`src/rtl/encoder_83_irq.sv`:
```
// encoder_83_irq: registered 8-to-3 active-low priority encoder with request
// latching, valid/ack handshake and 74HC148-style cascade outputs (GS_n, EO_n).
// Optional feature macro: PENDING_LATCH_EN
//   defined   -> pending bits are sticky until their code is acked
//   undefined -> pending bits follow the live request levels every edge
module encoder_83_irq (
  input  logic clk,
  input  logic rst_n,
  input  logic EI_n,
  input  logic I0_n,
  input  logic I1_n,
  input  logic I2_n,
  input  logic I3_n,
  input  logic I4_n,
  input  logic I5_n,
  input  logic I6_n,
  input  logic I7_n,
  input  logic ack,
  output logic A2_n,
  output logic A1_n,
  output logic A0_n,
  output logic GS_n,
  output logic EO_n,
  output logic valid
);

  typedef enum logic {IDLE = 1'b0, PRESENT = 1'b1} state_t;

  state_t     state_q, state_d;
  logic [7:0] pend_q, pend_d;
  logic [2:0] idx_q, idx_d;
  logic       eo_n_q, eo_n_d;

  logic [7:0] req_n;
  logic [7:0] set_v;
  logic [7:0] cand;
  logic [2:0] hi_idx;

  assign req_n = {I7_n, I6_n, I5_n, I4_n, I3_n, I2_n, I1_n, I0_n};

  // Requests this edge and the set of bits eligible for presentation.
  // Without sticky latching, a bit must still be requested to be presented,
  // so a request withdrawn before presentation is dropped.
  always_comb begin
    set_v = EI_n ? 8'h00 : ~req_n;
`ifdef PENDING_LATCH_EN
    cand  = pend_q;
`else
    cand  = pend_q & set_v;
`endif
  end

  // Highest set candidate bit wins (bit 7 has top priority).
  always_comb begin
    hi_idx = 3'd0;
    for (int i = 0; i < 8; i++) begin
      if (cand[i]) hi_idx = 3'(i);
    end
  end

  // Next-state: pending update, handshake FSM, cascade enable-out.
  always_comb begin
`ifdef PENDING_LATCH_EN
    pend_d  = pend_q | set_v;
`else
    pend_d  = set_v;
`endif
    state_d = state_q;
    idx_d   = idx_q;
    case (state_q)
      IDLE: begin
        if ((|cand) && !EI_n) begin
          idx_d   = hi_idx;
          state_d = PRESENT;
        end
      end
      PRESENT: begin
        // Code stays frozen until ack; clear beats a same-cycle set.
        if (ack) begin
          pend_d[idx_q] = 1'b0;
          state_d       = IDLE;
        end
      end
      default: state_d = IDLE;
    endcase
    eo_n_d = ~(!EI_n && (state_q == IDLE) && (pend_q == 8'h00));
  end

  // State registers with asynchronous active-low reset.
  always_ff @(posedge clk or negedge rst_n) begin
    if (!rst_n) begin
      state_q <= IDLE;
      pend_q  <= 8'h00;
      idx_q   <= 3'd0;
      eo_n_q  <= 1'b1;
    end else begin
      state_q <= state_d;
      pend_q  <= pend_d;
      idx_q   <= idx_d;
      eo_n_q  <= eo_n_d;
    end
  end

  // Outputs decode straight from flops, so reset reaches them without a clock.
  always_comb begin
    valid             = (state_q == PRESENT);
    GS_n              = ~valid;
    {A2_n, A1_n, A0_n} = valid ? ~idx_q : 3'b111;
    EO_n              = eo_n_q;
  end

endmodule

```
`config.mk`:
```
export PLATFORM = sky130hd
export DESIGN_NAME = encoder_83_irq
export DESIGN_NICKNAME = d
export VERILOG_FILES = /design/src/rtl/encoder_83_irq.sv
export SDC_FILE = /design/constraint.sdc
export NUM_CORES = 1
export LEC_CHECK = 0
export BUFFER_PORTS_ARGS = -buffer_cell sky130_fd_sc_hd__buf_2
export CORE_AREA = 2 2 39 41
export DETAILED_ROUTE_END_ITERATION = 6
export DIE_AREA = 0 0 41 43
export GPL_ROUTABILITY_DRIVEN = 0
export PLACE_DENSITY = 0.78
export SKIP_CTS_REPAIR_TIMING = 1
export SLEW_MARGIN = 10
export SYNTH_ARGS = -nofsm -noshare
export SYNTH_HDL_FRONTEND = slang
export SYNTH_SLANG_ARGS = --single-unit
```
`constraint.sdc`:
```
create_clock -name clk -period 2.7 [get_ports clk]
set_input_delay 0.54 -clock clk [delete_from_list [all_inputs] [get_ports clk]]
set_output_delay 0.54 -clock clk [all_outputs]
set_load 0.005 [all_outputs]
```
==> metrics.txt, run 1 <==
Final min period 1.54 ns; grt met3 use 3.14%; CORE AREA 1380 sq um; DR WL/cell 14.7 um; Fillers 141; met1 Usage GRT 29.7%; drt pass-1 iters 5; period utilization 57.2%; unrepaired setup endpoints after global routing no; DRC 0; Final Slew Violations 0; GR peak layer met1; initial antenna violation count 0; worst min path class in2async; Fin Setup TNS 0 ns; worst-margin pin slew 0.336 ns; Final #Nets 98; vias per cell 5.63; synthesized area 684 sq um; leakage 0.372 nW; Final setup viols 0; share of cells above drive strength 1 31.8%; CP max stage cell dfrtp_1; largest net degree at the start of global routing 16; post-synth top area share 43.9%; # H-tree levels 1; CP Depth 2; met2 GRT Util 28.4%; Clock transition at path regs 0.07 ns; Peak VDD IR 0.404 mV; RR Endpoint idx_q[0]$_DFFE_PN0P_; synthesis warning total 0; Synth area leaders dfrtp_1 44%, a211oi_1 6.6%, dfstp_2 3.8%; port bufs 17; number of global-route vias before repair 522; FMAX 0.648 GHz; row count 14; Crit path max-delay family flip-flops; DRT iter0 DRCs 7; Initial Util 49.5%; Critical Path RT 2.16 ns; area growth from synthesis to layout 18.6%; dpl hpwl 1120 um; FF-to-FF setup slack 1.27 ns; Hold Fails Final Rpt 0; r2r startpoint pend_q[6]$_DFF_PN0_; mean post-synth cell area 10.5 sq um; clock sink total 13; leading area contributor after synthesis dfrtp_1; CTS Buf Count 3; worst setup margin 1.16 ns; total gr overflow 0; wirelength, routed 1480 um; clk_lat worst skew 0.28 ns; gr usage total 20.7%; Worst Path Buf+Inv 2; status finished, final reports clean; Clock Tree Root clkbuf_4; crit path cell chain inv_1 -> buf_2; TritonCTS clock tree done; routed vias 569; final core utilization 58.7%; num ports 18; Distinct cells, synth 28; Reg2Reg Depth 4; Setup WS pre-CTS 1.05 ns; Max Cap Violations 0; Chip Height 43 um; CP Capture Type output pin; die area 1760 sq um; clk buf depth 2; die width 41 um; Crit path largest cell delay 0.50 ns; syn nets 77; Cells after Synth 65; critical path type reg2out; crit path max fanout 8; PwrDens 605 nW/um^2; flops & latches, synth 13; first-pass GRT wire length 2380 um; register area share after synthesis 47.7%; antenna-violating nets left 0; post-route clock skew 0.000402 ns; Worst slew margin 77.5%; # diodes 0; crit path DAT 1.00 ns; kind of start point of the critical path register
-- layout make-up --
| class | count | area (sq um) | share of cell area (%) |
|---|---|---|---|
| clock buffers | 4 | 26.3 | 3.24 |
| inverters | 5 | 18.8 | 2.31 |
| multi-input cells | 46 | 335 | 41.3 |
| flip-flops and latches | 13 | 327 | 40.2 |
| well taps | 16 | 20.0 | 2.47 |
| repair buffers | 17 | 85.1 | 10.5 |
-- layer usage --
metal	vias to the layer above	wire, um
met5	-	0
met4	0	29
met3	4	60
met2	14	720
met1	269	673
li1	282	-
-- metrics by stage --
stage	total power, mW	std cells	area, sq um	hold WS [ns]
2_1_floorplan	0.322	65	684	0.244
3_3_place_gp	0.371	97	786	0.438
3_5_place_dp	0.373	97	786	0.441
4_1_cts	0.494	101	812	0.140
5_1_grt	0.520	101	812	0.151
6_report	0.491	101	812	0.133
-- worst max-delay path by stage --
stage | start | to | slack [ns]
after global routing | valid$_DFF_PN0_ | A2_n | 1.12
final | valid$_DFF_PN0_ | GS_n | 1.16
after detailed placement | I5_n | idx_q[0]$_DFFE_PN0P_ | 1.05
after CTS | valid$_DFF_PN0_ | GS_n | 1.17
after global placement | I1_n | idx_q[0]$_DFFE_PN0P_ | 1.07
after floorplan | I1_n | idx_q[0]$_DFFE_PN0P_ | 1.21
-- cells in the mapped netlist --
master	n
clkbuf_1	1
dfrtp_1	12
nor4_1	2
a2bb2oi_1	1
o31ai_4	1
o211ai_1	1
nand2b_1	4
a31oi_1	1
nand2_1	4
a311oi_1	3
and3_1	1
nand2b_2	1
o21ai_0	2
nand3_1	1
mux2i_1	1
inv_1	5
a21oi_1	2
a21o_1	2
dfstp_2	1
nor2b_1	2
nor2_2	1
a22o_1	2
a211oi_1	6
o21ai_4	1
nor2b_4	1
nor2_1	4
nand4_1	1
mux2_4	1
-- flip-flops by register name (all words and copies together) (netlist names) --
signal	flops
pend_q	8
valid	1
idx_q	3
EO_n	1
-- layout by cell type (no fill, tap or decap), types with 2 or more instances in the layout --
master | netlist | final
nand2b_1 | 4 | 4
nor2_1 | 4 | 4
buf_2 | 0 | 17
a21oi_1 | 2 | 2
inv_1 | 5 | 5
nor2b_1 | 2 | 2
a211oi_1 | 6 | 6
a22o_1 | 2 | 2
nor4_1 | 2 | 2
o21ai_0 | 2 | 2
dfrtp_1 | 12 | 12
a311oi_1 | 3 | 3
a21o_1 | 2 | 2
clkbuf_4 | 0 | 3
nand2_1 | 4 | 4
-- power breakdown --
| group | switching, mW | leakage [nW] | internal, mW | total [mW] |
|---|---|---|---|---|
| logic | 0.0612 | 0.192 | 0.0545 | 0.116 |
| clock network | 0.0626 | 0.0150 | 0.0574 | 0.120 |
| registers | 0.0364 | 0.165 | 0.219 | 0.255 |
-- logic make-up after synthesis --
kind of cell | Yosys count | share of synthesized area, %
AOI/OAI and AO/OA | 22 | 26.9
and+or+nand+nor | 22 | 18.5
muxes | 2 | 3.66
buffers and inverters | 6 | 3.29
DFF | 13 | 47.7
(Power assumes the default switching activity.)
==> run 2: changes to the inputs <==
--- a/config.mk
+++ b/config.mk
@@ -6,11 +6,11 @@
 export NUM_CORES = 1
 export LEC_CHECK = 0
 export BUFFER_PORTS_ARGS = -buffer_cell sky130_fd_sc_hd__buf_2
-export CORE_AREA = 2 2 39 41
+export CORE_MARGIN = 2
+export CORE_UTILIZATION = 49
 export DETAILED_ROUTE_END_ITERATION = 6
-export DIE_AREA = 0 0 41 43
 export GPL_ROUTABILITY_DRIVEN = 0
-export PLACE_DENSITY = 0.78
+export PLACE_DENSITY = 0.75
 export SKIP_CTS_REPAIR_TIMING = 1
 export SLEW_MARGIN = 10
 export SYNTH_ARGS = -nofsm -noshare
==> constraint.sdc (replaced) <==
create_clock -name clk -period 1.43 [get_ports clk]
set_input_delay 0.286 -clock clk [delete_from_list [all_inputs] [get_ports clk]]
set_output_delay 0.286 -clock clk [all_outputs]
set_load 0.005 [all_outputs]
==> run 2 against run 1 <==
Clock-buffer cell count stayed put. Clock power is 86% higher. Cell count is 0.99% higher. Sequential power is 89% higher. Via count is 0.88% higher. Sequential share of layout area is 0.79 points lower. Die area is 2.9% lower. Routed wire length is 2.1% lower. Global-route usage is 0.36 points higher. Sequential cell count stayed put. First-iteration DRC count is 57% higher. Combinational power is 94% higher. Critical path type is now reg2reg.
==> metrics.txt, run 2 (synthesized netlist as in run 1, its figures left out) <==
period utilization 94.8%; Final #Nets 100 (+2.0%); antenna-violating nets left 0 (unchanged); crit path DAT 1.52 ns (+0.52 ns); unrepaired setup endpoints after global routing yes; DRT iter0 DRCs 11 (+4); Seq pwr share 51.8% (-0.2 points); PwrDens 1120 nW/um^2 (+86%); switching power 299 uW (+87%); r2r startpoint pend_q[4]$_DFF_PN0_; combinational share of power 24.2% (+0.6 points); Final Slew Violations 0 (unchanged); share of cells above drive strength 1 32.2% (+0.42 points); die width 41.4 um (+0.91%); dpl hpwl 1120 um (about the same); total gr overflow 0 (unchanged); port bufs 17 (unchanged); Final min period 1.36 ns; CORE AREA 1300 sq um (-6.0%); Reg2Reg Depth 4 (unchanged); area growth from synthesis to layout 21.0%; num ports 18 (unchanged); Hold Crit Start I5_n; Initial Util 52.6% (+3.1 points); switch share 32.2% (-0.45 points); Clock Tree Root clkbuf_4; clk_lat worst skew 0.27 ns (about the same); max FFs per register 8 (unchanged); # H-tree levels 1 (unchanged); crit path max fanout 3 (-5); gr usage total 21.1% (+0.36 points); DR WL/cell 14.2 um (-3.0%); routed vias 574 (+0.88%); # diodes 0 (unchanged); clock share of power 24.0% (-0.4 points); CTS Buf Count 3 (unchanged); Clock transition at path regs 0.08 ns (about the same); leakage 0.380 nW (+2.3%); DRC 0 (unchanged); kind of start point of the critical path register; worst min path class in2reg; final core utilization 63.7% (+5.0 points); non-filler cells, final 102 (+0.99%); Chip Height 41.4 um (-3.8%); vias per cell 5.63 (-0.11%); clock sink total 13 (unchanged); Peak VDD IR 0.736 mV (+82%); first-pass GRT wire length 2280 um (-4.1%); wirelength, routed 1450 um (-2.1%); commonest non-fill, non-tap cells in the layout 17 x buf_2, 12 x dfrtp_1, 6 x a211oi_1, 5 x inv_1; row count 13 (-1); post-route clock skew 0.00330 ns (+0.00290 ns); hold worst-path end pend_q[5]$_DFF_PN0_; worst setup margin 0.0739 ns (-1.08 ns); status finished, final reports clean; die area 1710 sq um (-2.9%); Hold Fails Final Rpt 0 (unchanged); cell count after placement 97 (unchanged); worst-margin pin slew 0.339 ns (+0.00280 ns); critical path type reg2reg; clk buf depth 2 (unchanged); Worst slew margin 77.3% (-0.19 points); FMAX 0.737 GHz; number of global-route vias before repair 513 (-1.7%); Final setup viols 0 (unchanged); Critical Path RT 1.60 ns (-0.56 ns); drt pass-1 iters 4 (-1); Max Cap Violations 0 (unchanged); largest net degree at the start of global routing 16 (unchanged); Setup WS pre-CTS 0.0407 ns (-1.01 ns); cell count of the worst hold path 2; initial antenna violation count 0 (unchanged); biggest regs pend_q (8), idx_q (3); Biggest register pend_q; internal power 631 uW (+91%); RR Endpoint idx_q[0]$_DFFE_PN0P_; commonest non-fill, non-tap cell in the layout buf_2; TritonCTS clock tree done; CP Capture Type register; FF-to-FF setup slack 0.07 ns (-1.20 ns)
[run 2: power by group through the flow]
| stage | combinational (mW) | clock [mW] | sequential (mW) |
|---|---|---|---|
| final | 0.225 | 0.223 | 0.482 |
| after global routing | 0.254 | 0.249 | 0.491 |
| after CTS | 0.223 | 0.231 | 0.480 |
| after detailed placement | 0.222 | 0 | 0.488 |
| after global placement | 0.221 | 0 | 0.485 |
| after floorplan | 0.142 | 0 | 0.466 |
[run 2: cell type report]
class | count | area (sq um)
sequential | 13 | 327
multi-input combinational | 46 | 335
tap | 15 | 18.8
clock buffer | 4 | 26.3
fill | 118 | 473
timing repair buffer | 19 | 103
inverter | 5 | 18.8
[run 2: how the worst max path moves through the flow]
stage	start	endpoint	slack, ns	cells after the start
finish	pend_q[4]$_DFF_PN0_	idx_q[0]$_DFFE_PN0P_	0.07	4
global route	pend_q[4]$_DFF_PN0_	idx_q[1]$_DFFE_PN0P_	-0.01	5
CTS	pend_q[6]$_DFF_PN0_	idx_q[0]$_DFFE_PN0P_	0.03	4
detailed placement	pend_q[6]$_DFF_PN0_	idx_q[0]$_DFFE_PN0P_	0.04	4
global placement	pend_q[6]$_DFF_PN0_	idx_q[0]$_DFFE_PN0P_	0.08	4
floorplan	pend_q[6]$_DFF_PN0_	idx_q[0]$_DFFE_PN0P_	0.08	4
[run 2: metal layers]
metal	vias up	wire [um]	track usage [%]	part of all wire [%]
li1	287	-	-	-
met1	261	652	28.6	45
met2	22	683	31.3	47
met3	4	86	4.26	5.9
met4	0	30	11.3	2.1
met5	-	0	0	0
[run 2: stage by stage]
stage,hold WS (ns),total power [mW],TNS [ns],area (sq um)
6_report,0.162,0.930,0,828
3_5_place_dp,0.187,0.709,0,792
3_3_place_gp,0.184,0.706,0,792
5_1_grt,0.163,0.994,-0.0141,828
4_1_cts,-0.116,0.935,0,818
2_1_floorplan,-0.00959,0.608,0,684
[run 2: critical path, stage by stage (launching register included)]
cell and delay (ns):
dfrtp_1 0.40, nand2b_1 0.12, nand4_1 0.13, o31ai_4 0.27, mux2_4 0.32
==> run 3: changes to the inputs <==
==> constraint.sdc (replaced) <==
create_clock -name clk -period 1.43 [get_ports clk]
set_input_delay 0.143 -clock clk [delete_from_list [all_inputs] [get_ports clk]]
set_output_delay 0.143 -clock clk [all_outputs]
set_load 0.005 [all_outputs]
==> run 3 against run 2 <==
Cell count did not move. Global-route usage rose by 2.2 points. Hold slack got worse by 0.15 ns. Sequential share of layout area did not move.
==> metrics.txt, run 3 (synthesized netlist as in run 1, its figures left out) <==
Max Cap Violations 0 (unchanged); crit path max fanout 3 (unchanged); Clock transition at path regs 0.08 ns (about the same); area growth from synthesis to layout 21.0% (unchanged); leakage 0.380 nW (about the same); biggest regs pend_q (8), idx_q (3); PwrDens 1130 nW/um^2 (+0.99%); period utilization 95.4% (+0.57 points); largest net degree at the start of global routing 16 (unchanged); cell count of the worst hold path 2 (unchanged); die width 41.4 um (unchanged); kind of start point of the critical path register; share of cells above drive strength 1 32.2% (unchanged); unrepaired setup endpoints after global routing yes; CP Capture Type register; number of global-route vias before repair 528 (+2.9%); # diodes 0 (unchanged); DR WL/cell 15.3 um (+7.7%); critical path type reg2reg; clock sink total 13 (unchanged); Critical Path RT 1.59 ns (about the same); total gr overflow 0 (unchanged); crit path DAT 1.53 ns (about the same); worst-margin pin slew 0.350 ns (+0.0111 ns); Clock Tree Root clkbuf_4; Initial Util 52.6% (unchanged); die area 1710 sq um (unchanged); FMAX 0.733 GHz (-0.60%); drt pass-1 iters 4 (unchanged); DRT iter0 DRCs 9 (-2); Reg2Reg Depth 4 (unchanged); Hold Fails Final Rpt 0 (unchanged); Worst slew margin 76.5% (-0.87 points); CORE AREA 1300 sq um (unchanged); clk buf depth 2 (unchanged); commonest non-fill, non-tap cells in the layout 17 x buf_2, 12 x dfrtp_1, 6 x a211oi_1, 5 x inv_1; hold slack 0.0133 ns (-0.149 ns); max FFs per register 8 (unchanged); Pwr Total 939 uW (+0.99%); first-pass GRT wire length 2460 um (+7.6%); # H-tree levels 1 (unchanged); dpl hpwl 1150 um (+2.5%); Chip Height 41.4 um (unchanged); commonest non-fill, non-tap cell in the layout buf_2; port bufs 17 (unchanged); row count 13 (unchanged); Final #Nets 100 (unchanged); worst min path class in2reg; Fin Setup TNS 0 ns (unchanged); Final setup viols 0 (unchanged); initial antenna violation count 0 (unchanged); post-route clock skew 0.00702 ns (+0.00372 ns); Final min period 1.36 ns (+0.00817 ns); num ports 18 (unchanged); TritonCTS clock tree done; gr usage total 23.2% (+2.2 points); Final Slew Violations 0 (unchanged); DRC 0 (unchanged); routed vias 579 (+0.87%); wirelength, routed 1570 um (+7.7%); vias per cell 5.68 (+0.87%); clk_lat worst skew 0.28 ns (about the same); antenna-violating nets left 0 (unchanged); CTS Buf Count 3 (unchanged); status finished, final reports clean; Peak VDD IR 0.779 mV (+5.8%); Biggest register pend_q
==> run 3: per-layer routing <==
layer	GRT usage [%]	wire length [um]	up-vias
li1	-	-	285
met1	30.4	744	273
met5	0	0	-
met3	4.79	71	4
met2	35.9	724	17
met4	12.1	24	0
==> run 3: area by class of cell <==
type | instances | area [sq um]
clock buffers | 4 | 26.3
fillers | 128 | 473
inverters | 5 | 18.8
multi-input cells | 46 | 335
flip-flops and latches | 13 | 327
well taps | 15 | 18.8
repair buffers | 19 | 103
==> run 3: critical path, cell delays in order, from the launching register on <==
cell	delay (ns)
dfrtp_1	0.38
nor2b_4	0.13
a21o_1	0.17
o31ai_4	0.25
mux2_4	0.32
==> run 3: power by group <==
| part | switching [mW] | total (mW) | leakage [nW] | internal (mW) |
|---|---|---|---|---|
| combinational | 0.117 | 0.226 | 0.200 | 0.109 |
| clock | 0.120 | 0.229 | 0.0150 | 0.108 |
| sequential | 0.0710 | 0.485 | 0.165 | 0.414 |
==> run 3: worst paths after layout <==
check	to	start	slack (ns)
min reg2reg	EO_n$_DFF_PN1_	pend_q[6]$_DFF_PN0_	0.50
max reg2reg	idx_q[0]$_DFFE_PN0P_	pend_q[6]$_DFF_PN0_	0.07
min	pend_q[5]$_DFF_PN0_	I5_n	0.01
min in group asynchronous	valid$_DFF_PN0_	rst_n	0.27
max	idx_q[0]$_DFFE_PN0P_	pend_q[6]$_DFF_PN0_	0.07
max in group asynchronous	EO_n$_DFF_PN1_	rst_n	0.88
==> run 3: through the flow <==
step | cells | setup WS (ns) | instance area, sq um | util (%)
3_3_place_gp | 97 | 0.0999 | 792 | 60.9
4_1_cts | 101 | 0.0631 | 818 | 62.9
5_1_grt | 102 | -0.0179 | 828 | 63.7
6_report | 102 | 0.0657 | 828 | 63.7
3_5_place_dp | 97 | 0.0739 | 792 | 60.9
2_1_floorplan | 65 | 0.0807 | 684 | -
